File: config.mk
export PLATFORM = sky130hd
export DESIGN_NAME = ecap5_dwbgpio_flat
export DESIGN_NICKNAME = d
export VERILOG_FILES = /design/src/rtl/ecap5_dwbgpio_pkg.sv /design/src/rtl/ecap5_dwbgpio_if.sv /design/src/rtl/ecap5_dwbgpio_debounce.sv /design/src/rtl/ecap5_dwbgpio.sv /design/src/flat_wrapper.sv
export SDC_FILE = /design/constraint.sdc
export NUM_CORES = 1
export LEC_CHECK = 0
export CAP_MARGIN = 20
export CORE_ASPECT_RATIO = 1.75
export CORE_UTILIZATION = 41
export CTS_CLUSTER_DIAMETER = 40
export DETAILED_ROUTE_END_ITERATION = 8
export PLACE_DENSITY_LB_ADDON = 0.12
export SLEW_MARGIN = 0
export SYNTH_ARGS = -nofsm -noshare
export SYNTH_HDL_FRONTEND = slang
export SYNTH_SLANG_ARGS = --single-unit
File: constraint.sdc
create_clock -name clk_i -period 2.6 [get_ports clk_i]
set_input_delay 0.78 -clock clk_i [delete_from_list [all_inputs] [get_ports clk_i]]
set_output_delay 0.78 -clock clk_i [all_outputs]
set_load 0.05 [all_outputs]
File: src/rtl/ecap5_dwbgpio_pkg.sv
// rtl/ecap5_dwbgpio_pkg.sv - register map constants and helpers for the GPIO peripheral
package ecap5_dwbgpio_pkg;

  localparam logic [1:0] GPIO_OUT  = 2'd0;
  localparam logic [1:0] GPIO_IN   = 2'd1;
  localparam logic [1:0] GPIO_EDGE = 2'd2;
  localparam logic [1:0] GPIO_ID   = 2'd3;

  localparam logic [31:0] GPIO_ID_VALUE = 32'h4750_494F;

  // Expands the 4 byte enables into a 32-bit bit mask.
  function automatic logic [31:0] byte_mask(input logic [3:0] sel);
    logic [31:0] m;
    for (int b = 0; b < 4; b++) begin
      m[b*8 +: 8] = {8{sel[b]}};
    end
    return m;
  endfunction

endpackage

File: src/rtl/ecap5_dwbgpio_if.sv
// rtl/ecap5_dwbgpio_if.sv - Wishbone pipelined bus bundle, named from the responder's side
interface ecap5_dwbgpio_if;

  logic [31:0] wb_adr_i;
  logic [31:0] wb_dat_i;
  logic [31:0] wb_dat_o;
  logic [3:0]  wb_sel_i;
  logic        wb_we_i;
  logic        wb_stb_i;
  logic        wb_ack_o;
  logic        wb_cyc_i;
  logic        wb_stall_o;

  modport slave (
    input  wb_adr_i, wb_dat_i, wb_sel_i, wb_we_i, wb_stb_i, wb_cyc_i,
    output wb_dat_o, wb_ack_o, wb_stall_o
  );

  modport master (
    output wb_adr_i, wb_dat_i, wb_sel_i, wb_we_i, wb_stb_i, wb_cyc_i,
    input  wb_dat_o, wb_ack_o, wb_stall_o
  );

endinterface

File: src/rtl/ecap5_dwbgpio_debounce.sv
// rtl/ecap5_dwbgpio_debounce.sv - 2-FF synchroniser plus hold-time debounce for one input pin
module ecap5_dwbgpio_debounce #(
  parameter int CYCLES = 250000
) (
  input  logic clk_i,
  input  logic rst_i,
  input  logic in_i,
  output logic level_o,
  output logic rise_o
);

  localparam int CNT_W = $clog2(CYCLES);
  localparam logic [CNT_W-1:0] CNT_MAX = CNT_W'(CYCLES - 1);

  logic             sync1_q, sync1_d;
  logic             sync2_q, sync2_d;
  logic             stable_q, stable_d;
  logic [CNT_W-1:0] cnt_q, cnt_d;
  logic             accept;

  always_comb begin
    sync1_d  = in_i;
    sync2_d  = sync1_q;
    stable_d = stable_q;
    cnt_d    = '0;
    accept   = (sync2_q != stable_q) && (cnt_q == CNT_MAX);
    // Any return to the stable level drops the count, so glitches never accumulate.
    if (sync2_q != stable_q) begin
      if (accept) begin
        stable_d = sync2_q;
      end else begin
        cnt_d = cnt_q + CNT_W'(1);
      end
    end
  end

  always_ff @(posedge clk_i) begin
    if (!rst_i) begin
      sync1_q  <= 1'b0;
      sync2_q  <= 1'b0;
      stable_q <= 1'b0;
      cnt_q    <= '0;
    end else begin
      sync1_q  <= sync1_d;
      sync2_q  <= sync2_d;
      stable_q <= stable_d;
      cnt_q    <= cnt_d;
    end
  end

  // Asserted in the cycle whose closing edge flips the level, so EDGE lands together with IN.
  assign rise_o  = accept & sync2_q;
  assign level_o = stable_q;

endmodule

File: src/rtl/ecap5_dwbgpio.sv
// rtl/ecap5_dwbgpio.sv - Wishbone pipelined GPIO responder: OUT, debounced IN, W1C EDGE, ID
module ecap5_dwbgpio
  import ecap5_dwbgpio_pkg::*;
#(
  parameter int NB_OUT          = 2,
  parameter int NB_IN           = 2,
  parameter int DEBOUNCE_CYCLES = 250000
) (
  input  logic              clk_i,
  input  logic              rst_i,
  ecap5_dwbgpio_if.slave    wb,
  output logic [NB_OUT-1:0] gpio_o,
  input  logic [NB_IN-1:0]  gpio_i
);

  logic [NB_IN-1:0]  in_level;
  logic [NB_IN-1:0]  in_rise;

  logic              ack_q, ack_d;
  logic [31:0]       dat_q, dat_d;
  logic [NB_OUT-1:0] out_q, out_d;
  logic [NB_IN-1:0]  edge_q, edge_d;

  logic              accept;
  logic              is_write;
  logic [1:0]        idx;
  logic [31:0]       wmask;
  logic [31:0]       rdata;
  logic              unused_adr;

  for (genvar i = 0; i < NB_IN; i++) begin : g_in
    ecap5_dwbgpio_debounce #(
      .CYCLES (DEBOUNCE_CYCLES)
    ) u_debounce (
      .clk_i   (clk_i),
      .rst_i   (rst_i),
      .in_i    (gpio_i[i]),
      .level_o (in_level[i]),
      .rise_o  (in_rise[i])
    );
  end

  always_comb begin
    accept   = wb.wb_cyc_i & wb.wb_stb_i;
    is_write = accept & wb.wb_we_i;
    idx      = wb.wb_adr_i[3:2];
    wmask    = byte_mask(wb.wb_sel_i);

    rdata = '0;
    case (idx)
      GPIO_OUT:  rdata[NB_OUT-1:0] = out_q;
      GPIO_IN:   rdata[NB_IN-1:0]  = in_level;
      GPIO_EDGE: rdata[NB_IN-1:0]  = edge_q;
      default:   rdata             = GPIO_ID_VALUE;
    endcase

    ack_d = accept;
    dat_d = (accept && !wb.wb_we_i) ? rdata : '0;

    out_d = out_q;
    if (is_write && idx == GPIO_OUT) begin
      for (int i = 0; i < NB_OUT; i++) begin
        if (wmask[i]) out_d[i] = wb.wb_dat_i[i];
      end
    end

    edge_d = edge_q;
    if (is_write && idx == GPIO_EDGE) begin
      for (int i = 0; i < NB_IN; i++) begin
        if (wmask[i] && wb.wb_dat_i[i]) edge_d[i] = 1'b0;
      end
    end
    // Applied after the clear so a simultaneous rise is never lost.
    edge_d = edge_d | in_rise;
  end

  always_ff @(posedge clk_i) begin
    if (!rst_i) begin
      ack_q  <= 1'b0;
      dat_q  <= '0;
      out_q  <= '0;
      edge_q <= '0;
    end else begin
      ack_q  <= ack_d;
      dat_q  <= dat_d;
      out_q  <= out_d;
      edge_q <= edge_d;
    end
  end

  assign wb.wb_ack_o   = ack_q;
  assign wb.wb_dat_o   = dat_q;
  assign wb.wb_stall_o = 1'b0;
  assign gpio_o        = out_q;

  assign unused_adr = ^{wb.wb_adr_i[31:4], wb.wb_adr_i[1:0]};

endmodule

File: src/flat_wrapper.sv
// flat-port wrapper written by rule: the top's interface ports become plain ports
module ecap5_dwbgpio_flat import ecap5_dwbgpio_pkg::*;
#(
  parameter int NB_OUT          = 2,
  parameter int NB_IN           = 2,
  parameter int DEBOUNCE_CYCLES = 250000
)
  (clk_i, rst_i, gpio_o, gpio_i, wb_wb_adr_i, wb_wb_dat_i, wb_wb_sel_i, wb_wb_we_i, wb_wb_stb_i, wb_wb_cyc_i, wb_wb_dat_o, wb_wb_ack_o, wb_wb_stall_o);
  ecap5_dwbgpio_if wb_i ();
  input  logic clk_i;
  input  logic rst_i;
  output logic [NB_OUT-1:0] gpio_o;
  input  logic [NB_IN-1:0] gpio_i;
  input wire logic [$bits(wb_i.wb_adr_i)-1:0] wb_wb_adr_i;
  input wire logic [$bits(wb_i.wb_dat_i)-1:0] wb_wb_dat_i;
  input wire logic [$bits(wb_i.wb_sel_i)-1:0] wb_wb_sel_i;
  input wire logic [$bits(wb_i.wb_we_i)-1:0] wb_wb_we_i;
  input wire logic [$bits(wb_i.wb_stb_i)-1:0] wb_wb_stb_i;
  input wire logic [$bits(wb_i.wb_cyc_i)-1:0] wb_wb_cyc_i;
  output wire logic [$bits(wb_i.wb_dat_o)-1:0] wb_wb_dat_o;
  output wire logic [$bits(wb_i.wb_ack_o)-1:0] wb_wb_ack_o;
  output wire logic [$bits(wb_i.wb_stall_o)-1:0] wb_wb_stall_o;
  assign wb_i.wb_adr_i = wb_wb_adr_i;
  assign wb_i.wb_dat_i = wb_wb_dat_i;
  assign wb_i.wb_sel_i = wb_wb_sel_i;
  assign wb_i.wb_we_i = wb_wb_we_i;
  assign wb_i.wb_stb_i = wb_wb_stb_i;
  assign wb_i.wb_cyc_i = wb_wb_cyc_i;
  assign wb_wb_dat_o = wb_i.wb_dat_o;
  assign wb_wb_ack_o = wb_i.wb_ack_o;
  assign wb_wb_stall_o = wb_i.wb_stall_o;
  ecap5_dwbgpio #(.NB_OUT(NB_OUT), .NB_IN(NB_IN), .DEBOUNCE_CYCLES(DEBOUNCE_CYCLES)) u_core (.clk_i(clk_i), .rst_i(rst_i), .wb(wb_i), .gpio_o(gpio_o), .gpio_i(gpio_i));
endmodule
==> results.toml, run 1 <==
[final_layout]
ff_latch_area_mm2 = 0.00100
final_util = 0.488
design_area_mm2 = 0.00275
area_growth_pct = 13.0
finalNetCount = 374
fillCellCount = 569
multiInputGateArea_mm2 = 0.00119
diodes = 0
drive_above_1_share = 0.0537
final_cells = 374

[power]
intPower_mw = 1.09
p_per_area_mw_per_mm2 = 524
total_power_mw = 1.44
leakagePower_nw = 0.904
pwr-share-seq = 0.538
clkPwrFrac = 0.377
switching_power_mw = 0.350
pwr-share-comb = 0.085
peakVddDrop_uv = 322
p_sw_frac = 0.243

[clocking]
clk_pin_slew_ns = 0.09
root_buffer = "clkbuf_8"
cts-htree-levels = 2
ctsHoldBuffers = 0
cts_made_buffers = 5
postCtsSetupRepairBufs = 0
max-clock-path-buffers = 2
post_cts_resized = 0
cts_tree = "yes"
clock-sinks = 50
insertion_delay_ns = 0.30

[drt]
drt_wl_total_um = 4320
drtIter0Drc = 56
post_drt_wl_per_cell_um = 11.5
drcViolationCount = 0
firstDrtPassIters = 4
dr_total_vias = 1820
viasPerCell = 4.87
final_antenna_net_count = 0

[timing]
tns_ns = 0
finalMaxSlewViolations = 0
fmax_ghz = 0.406
post-route-worst-setup-slack_ns = 0.135
hold_viol = 0
whs_ns = 0.440
final.period_utilization = 0.948
setup_viol = 0
worst_pin_slew_ns = 0.531
rsz0062_at_grt = "no"
timing.final.crit_period_ns = 2.47
slew_headroom = 0.641
finalClockSkew_ns = 0.0120

[worst_setup_path]
crit_type = "flop to primary output"
timing.critical_path.buf_inv = 1
crit_arrival_ns = 1.69
crit_chain = "clkdlybuf4s50_1"
critPathLaunchType = "flop"
r2r_slack_ns = 0.58
crit_path_max_fanout = 12
path_delay_family = "buffers and inverters"
crit_required_ns = 1.82
slowest_stage = "clkdlybuf4s50_1"
max_stage_delay_ns = 0.87
cp-end-kind = "primary output"
crit_path_start = "u_core.wb.wb_dat_o[26]"
regToRegStartpoint = "u_core.g_in[1].u_debounce.cnt_q[0]"

[die]
coreArea_mm2 = 0.00563
io_pins = 111
rows = 36
die-height_um = 104
start_util = 0.432
die_width_um = 60.2
dieArea_mm2 = 0.00625

[global_route]
grt_pass1_wl_um = 7200
grt_overflow_total = 0
grt_pass1_vias = 1667
grt_usage = 0.150
antenna_found_initial = 0
grt_max_degree = 19

[place]
dp_hpwl_um = 3230
place.gp.congestion = 0.802
io_buffers = 28
place_area_mm2 = 0.00264
placed_cells = 366
place_ws_ns = 0.338

[min_path]
min_from = "u_core.g_in[0].u_debounce.sync1_q"
hp-class = "flop to flop"

[logic_synthesis]
ys_seq_area_frac = 0.412
ys_async_sr_fraction = 0
yosysTopAreaCell = "dfxtp_1"
synth-edff-count = 0
syn_area_per_cell_um2 = 8.77
yosysUniqueCellTypes = 40
synth_cells = 277
ys_ff_latch = 50
synthTopCellsByCount = "50 x dfxtp_1, 40 x nor2_1, 32 x buf_4"
synth.most_common_cell = "dfxtp_1"
ys_top_cells_by_area = "dfxtp_1 41%, buf_4 9.9%, xnor2_1 6.5%, nor2_1 6.2%, xor2_1 4.3%"
dominantRegCellSynth = "dfxtp_1"
synth_top_area_share = 0.412
yosysWarningCount = 0
synth_area_mm2 = 0.00243

[flow_run]
drv_cap = 0

[run_status]
status = "completed"
==> power groups by stage <==
stage	sequential, mW	clock [mW]	combinational, mW
4_1_cts	0.774	0.557	0.123
5_1_grt	0.775	0.594	0.132
3_5_place_dp	0.792	0	0.123
6_report	0.773	0.542	0.123
2_1_floorplan	0.796	0	0.111
3_3_place_gp	0.791	0	0.123
==> kinds of logic after synthesis <==
kind of cell	after synthesis	share of synthesized area
AND/OR/NAND/NOR	120	0.265
flip-flops	50	0.412
buffers and inverters	50	0.127
XOR/XNOR	30	0.108
AO/OA/AOI/OAI	22	0.0680
adder cells (fa/ha/maj)	2	0.0103
multiplexers	2	0.00824
other	1	0.00154
==> flip-flops by register name, summed over array words and instances, names as in the netlist <==
register / count
u_core.g_in.u_debounce.sync2_q: 2
u_core.g_in.u_debounce.sync1_q: 2
u_core.g_in.u_debounce.level_o: 2
u_core.edge_q: 2
u_core.wb.wb_ack_o: 1
u_core.wb.wb_dat_o: 3
u_core.g_in.u_debounce.cnt_q: 36
u_core.gpio_o: 2
==> cell type report <==
cell class,count,area share
clock buffers,7,0.0278
clock inverters,1,0.0109
inverters,14,0.0191
multi-input cells,195,0.433
flip-flops and latches,50,0.365
well taps,76,0.0346
repair buffers,31,0.110
==> path summary, 6_finish.rpt <==
kind,endpoint,cells past startpoint
setup / recovery,wb_wb_dat_o[26],1
hold / removal,u_core.g_in[0].u_debounce.sync2_q,1
setup reg to reg,u_core.g_in[1].u_debounce.cnt_q[6],5
hold reg to reg,u_core.g_in[0].u_debounce.sync2_q,1
==> layout by cell type, fill, tap and decap left out, drive strengths merged, types with 7 or more instances in the layout <==
cell type / instances
xnor2: 18
nand4: 14
nor2: 40
a21oi: 7
inv: 14
nor4: 9
conb: 19
clkdlybuf4s50: 28
nand3: 13
clkbuf: 7
xor2: 12
nor3: 11
dfxtp: 50
nand2: 8
==> layer usage <==
metal | up-vias | track usage | routed length [µm]
met3 | 7 | 0.0287 | 117
met2 | 34 | 0.286 | 2430
met1 | 840 | 0.145 | 1690
li1 | 939 | - | -
met4 | 0 | 0.0598 | 81
met5 | - | 0 | 0
(Power assumes the default switching activity.)
==> inputs of run 2 (changes only) <==
- CORE_MARGIN: not set -> 2
==> run 2 against run 1 <==
Fmax up 0.77%. Clock skew down 0.0034 ns. Highest routed layer unchanged. Wire length up 0.90%. Non-clock buffer count down 1. Register-to-register slack about the same. Count of clock-buffer cells in the layout down 1.
==> results.toml, run 2 (synthesized netlist as in run 1, its figures left out) <==
[timing]
tns_ns = 0
timing.final.crit_period_ns = 2.45
fmax_ghz = 0.409
finalMaxSlewViolations = 0
final.period_utilization = 0.941
post-route-worst-setup-slack_ns = 0.153
worst_pin_slew_ns = 0.532
finalClockSkew_ns = 0.00862
hold_viol = 0
slew_headroom = 0.640
rsz0062_at_grt = "no"
setup_viol = 0

[clocking]
clk_pin_slew_ns = 0.09
post_cts_resized = 0
postCtsSetupRepairBufs = 0
cts-htree-levels = 2
clock-sinks = 50
root_buffer = "clkbuf_8"
max-clock-path-buffers = 2
insertion_delay_ns = 0.30
cts_tree = "yes"
cts_made_buffers = 5
ctsHoldBuffers = 0

[power]
leakagePower_nw = 0.899
peakVddDrop_uv = 343
p_per_area_mw_per_mm2 = 522

[place]
place_ws_ns = 0.340
dp_hpwl_um = 3320
io_buffers = 28
place_area_mm2 = 0.00263
place.gp.congestion = 0.766

[final_layout]
finalNetCount = 373
largest_reg_flops = 36
diodes = 0
final_cell_mix = "50 x dfxtp_1, 40 x nor2_1, 28 x clkdlybuf4s50_1"
drive_above_1_share = 0.0539
area_growth_pct = 12.9
max_flop_register = "u_core.g_in.u_debounce.cnt_q"
design_area_mm2 = 0.00274
fillCellCount = 583
layout_commonest_cell = "dfxtp_1"

[worst_setup_path]
r2r-end = "u_core.g_in[1].u_debounce.cnt_q[14]"
reg2regPathDepth = 5
slowest_stage = "clkdlybuf4s50_1"
crit_arrival_ns = 1.67
crit_path_start = "u_core.wb.wb_dat_o[26]"
critPathLaunchType = "flop"
r2r_slack_ns = 0.58
path_delay_family = "buffers and inverters"
timing.critical_path.buf_inv = 1
max_stage_delay_ns = 0.87
regToRegStartpoint = "u_core.g_in[1].u_debounce.cnt_q[0]"
crit_type = "flop to primary output"
crit_required_ns = 1.82
cp-end-kind = "primary output"
crit_path_max_fanout = 12
crit_chain = "clkdlybuf4s50_1"

[die]
io_pins = 111
die-height_um = 106
dieArea_mm2 = 0.00658
coreArea_mm2 = 0.00579
die_width_um = 62.2
rows = 37
start_util = 0.420

[global_route]
grt_max_degree = 19
grt_usage = 0.145
grt_overflow_total = 0
grt_pass1_vias = 1777
grt_pass1_wl_um = 7700
antenna_found_initial = 0

[drt]
drt_wl_total_um = 4360
drcViolationCount = 0
drtIter0Drc = 33
post_drt_wl_per_cell_um = 11.6
firstDrtPassIters = 4
viasPerCell = 4.87
final_antenna_net_count = 0
dr_total_vias = 1827

[flow_run]
drv_cap = 0

[min_path]
holdPathStages = 1
hp-class = "flop to flop"
min_to = "u_core.g_in[1].u_debounce.sync2_q"
min_from = "u_core.g_in[1].u_debounce.sync1_q"

[run_status]
status = "completed"
## run 2: cell count changes in the layout (fill, tap and decap cells not counted)
cell,change
buf_4,-1
clkinvlp_4,+1
clkbuf_1,-1
## run 2: power by group
part	leakage, nW	internal (mW)	switching (mW)
logic	0.444	0.0296	0.0930
registers	0.404	0.770	0.00304
clock network	0.0514	0.287	0.250
total	0.899	1.09	0.346
## run 2: worst max-delay path by stage
stage / to / slack, ns / cells after the start
6_report: wb_wb_dat_o[24] / 0.15 / 1
5_1_grt: wb_wb_dat_o[22] / 0.04 / 1
4_1_cts: wb_wb_dat_o[24] / 0.11 / 1
3_5_place_dp: u_core.gpio_o[1] / 0.34 / 5
3_3_place_gp: u_core.gpio_o[0] / 0.33 / 5
2_1_floorplan: wb_wb_dat_o[11] / 0.73 / 1
## run 2: per-stage QoR
stage	util	hold WS, ns	instances	power, mW
after floorplan	-	0.412	295	0.907
after global placement	0.455	0.416	367	0.914
after detailed placement	0.455	0.418	367	0.915
after CTS	0.474	0.450	375	1.46
after global routing	0.474	0.470	375	1.49
final	0.474	0.442	375	1.43
## run 2: layer usage
| metal | share of wire | GRT usage |
|---|---|---|
| met3 | 0.029 | 0.0256 |
| met5 | 0 | 0 |
| met2 | 0.57 | 0.279 |
| met4 | 0.016 | 0.0667 |
| met1 | 0.38 | 0.148 |
## run 2: layout make-up
class                      count  area [µm²]  area share
clock inverter                 2        37.5      0.0137
sequential                    50        1000       0.365
inverter                      14        52.6      0.0192
timing repair buffer          30         295       0.108
clock buffer                   6        72.6      0.0264
multi-input combinational    195        1190       0.433
tap                           78        97.6      0.0356
==> inputs of run 3 (changes only) <==
- CORE_UTILIZATION: 41 -> 45
- SETUP_SLACK_MARGIN: not set -> 0.4
- clock period: 2.6 -> 3.1 ns (I/O delays scaled with it)
==> run 3 against run 2 <==
Core utilization rose by 4.6 points. Critical path type unchanged. Clock power rose by 3.9%. Wire length shrank 3.3%. Largest power group unchanged. Worst hold slack got worse by 0.0019 ns. Sequential share of layout area up 0.15 points. Final area down 0.41%. Sequential cell count stayed put. Register-to-register slack better by 0.51 ns. Die area down 8.5%.
==> results.toml, run 3 (synthesized netlist as in run 1, its figures left out) <==
[run_status]
status = "completed"

[clocking]
postCtsSetupRepairBufs = 0
cts-htree-levels = 2
max-clock-path-buffers = 2
clk_pin_slew_ns = 0.09
ctsHoldBuffers = 0
cts_tree = "yes"
clock-sinks = 50
root_buffer = "clkbuf_8"
cts_made_buffers = 5
post_cts_resized = 0
insertion_delay_ns = 0.30

[worst_setup_path]
regToRegStartpoint = "u_core.g_in[1].u_debounce.cnt_q[0]"
crit_arrival_ns = 1.67
crit_path_max_fanout = 12
cp-end-kind = "primary output"
crit_chain = "clkdlybuf4s50_1"
timing.critical_path.buf_inv = 1
critPathLaunchType = "flop"
path_delay_family = "buffers and inverters"
slowest_stage = "clkdlybuf4s50_1"
crit_path_start = "u_core.wb.wb_dat_o[26]"
max_stage_delay_ns = 0.87
crit_type = "flop to primary output"
r2r_slack_ns = 1.09
crit_required_ns = 2.17
r2r-end = "u_core.g_in[1].u_debounce.cnt_q[8]"
reg2regPathDepth = 5

[drt]
post_drt_wl_per_cell_um = 12.0
viasPerCell = 5.15
drt_wl_total_um = 4210
final_antenna_net_count = 0
drtIter0Drc = 34
drcViolationCount = 0
firstDrtPassIters = 4
dr_total_vias = 1803

[power]
clkPwrFrac = 0.427
p_sw_frac = 0.225
p_per_area_mw_per_mm2 = 479
peakVddDrop_uv = 409
pwr-share-seq = 0.496
pwr-share-comb = 0.077
leakagePower_nw = 0.909
switching_power_mw = 0.294
intPower_mw = 1.01

[global_route]
grt_pass1_vias = 1696
grt_overflow_total = 0
antenna_found_initial = 0
grt_usage = 0.150
grt_pass1_wl_um = 7070
grt_max_degree = 19

[timing]
hold_viol = 0
fmax_ghz = 0.384
slew_headroom = 0.632
post-route-worst-setup-slack_ns = 0.495
rsz0062_at_grt = "no"
finalClockSkew_ns = 0.00682
finalMaxSlewViolations = 0
timing.final.crit_period_ns = 2.60
worst_pin_slew_ns = 0.544
final.period_utilization = 0.840
tns_ns = 0
setup_viol = 0

[final_layout]
largest_reg_flops = 36
drive_above_1_share = 0.0508
final_cell_mix = "50 x dfxtp_1, 40 x nor2_1, 28 x clkdlybuf4s50_1"
finalNetCount = 371
diodes = 0
area_growth_pct = 12.5
max_flop_register = "u_core.g_in.u_debounce.cnt_q"
layout_commonest_cell = "dfxtp_1"

[die]
rows = 35
coreArea_mm2 = 0.00526
die_width_um = 59.5
io_pins = 111
die-height_um = 101
start_util = 0.462
dieArea_mm2 = 0.00603

[min_path]
min_from = "u_core.g_in[1].u_debounce.sync1_q"
min_to = "u_core.g_in[1].u_debounce.sync2_q"
holdPathStages = 1
hp-class = "flop to flop"

[place]
place_ws_ns = 0.651
dp_hpwl_um = 3140
io_buffers = 28
place.gp.congestion = 0.764

[flow_run]
drv_cap = 0
run 3: cell count changes in the layout (fill, tap and decap cells not counted):
cell,before,now
buf_4,2,0
bufinv_16,1,2
clkbuf_1,1,0
clkbuf_8,5,6
clkinvlp_4,1,0
run 3: how the worst max path moves through the flow:
stage,cells past startpoint,slack (ns),endpoint
global placement,4,0.66,u_core.gpio_o[0]
finish,1,0.50,wb_wb_dat_o[30]
floorplan,1,1.08,wb_wb_dat_o[11]
detailed placement,4,0.65,u_core.gpio_o[1]
global route,1,0.40,wb_wb_dat_o[2]
CTS,1,0.46,wb_wb_dat_o[30]
run 3: layout make-up:
type                       instances  area, µm²
clock buffer                       6       82.6
clock inverter                     2       60.1
fill                             528       2520
inverter                          14       52.6
multi-input combinational        195       1190
sequential                        50       1000
tap                               55       68.8
timing repair buffer              28        280
run 3: metrics by stage:
stage	power, mW	cells	hold WS [ns]	cell area [µm²]	utilization
after floorplan	0.761	295	0.412	2500	-
final	1.31	350	0.440	2730	0.520
after detailed placement	0.765	342	0.421	2590	0.493
after global routing	1.36	350	0.462	2730	0.520
after global placement	0.765	342	0.416	2590	0.493
after CTS	1.32	350	0.447	2730	0.520
run 3: power by group through the flow:
| stage | Combinational [mW] | Clock, mW | Sequential (mW) |
|---|---|---|---|
| finish | 0.101 | 0.558 | 0.649 |
| global route | 0.107 | 0.604 | 0.650 |
| CTS | 0.101 | 0.573 | 0.649 |
| detailed placement | 0.101 | 0 | 0.664 |
| global placement | 0.101 | 0 | 0.664 |
| floorplan | 0.0929 | 0 | 0.668 |
run 3: worst register-to-register path, delay by kind of cell, from the launching register on:
kind,cells,cell delay [ns]
and+or+nand+nor,3,0.77
AOI/OAI and AO/OA,1,0.47
DFF,1,0.41
adders and majority gates,1,0.23
run 3: routing by layer:
layer / share of wire / GRT usage
met3: 0.036 / 0.0281
met2: 0.55 / 0.293
met5: 0 / 0
met4: 0.017 / 0.0564
met1: 0.39 / 0.149
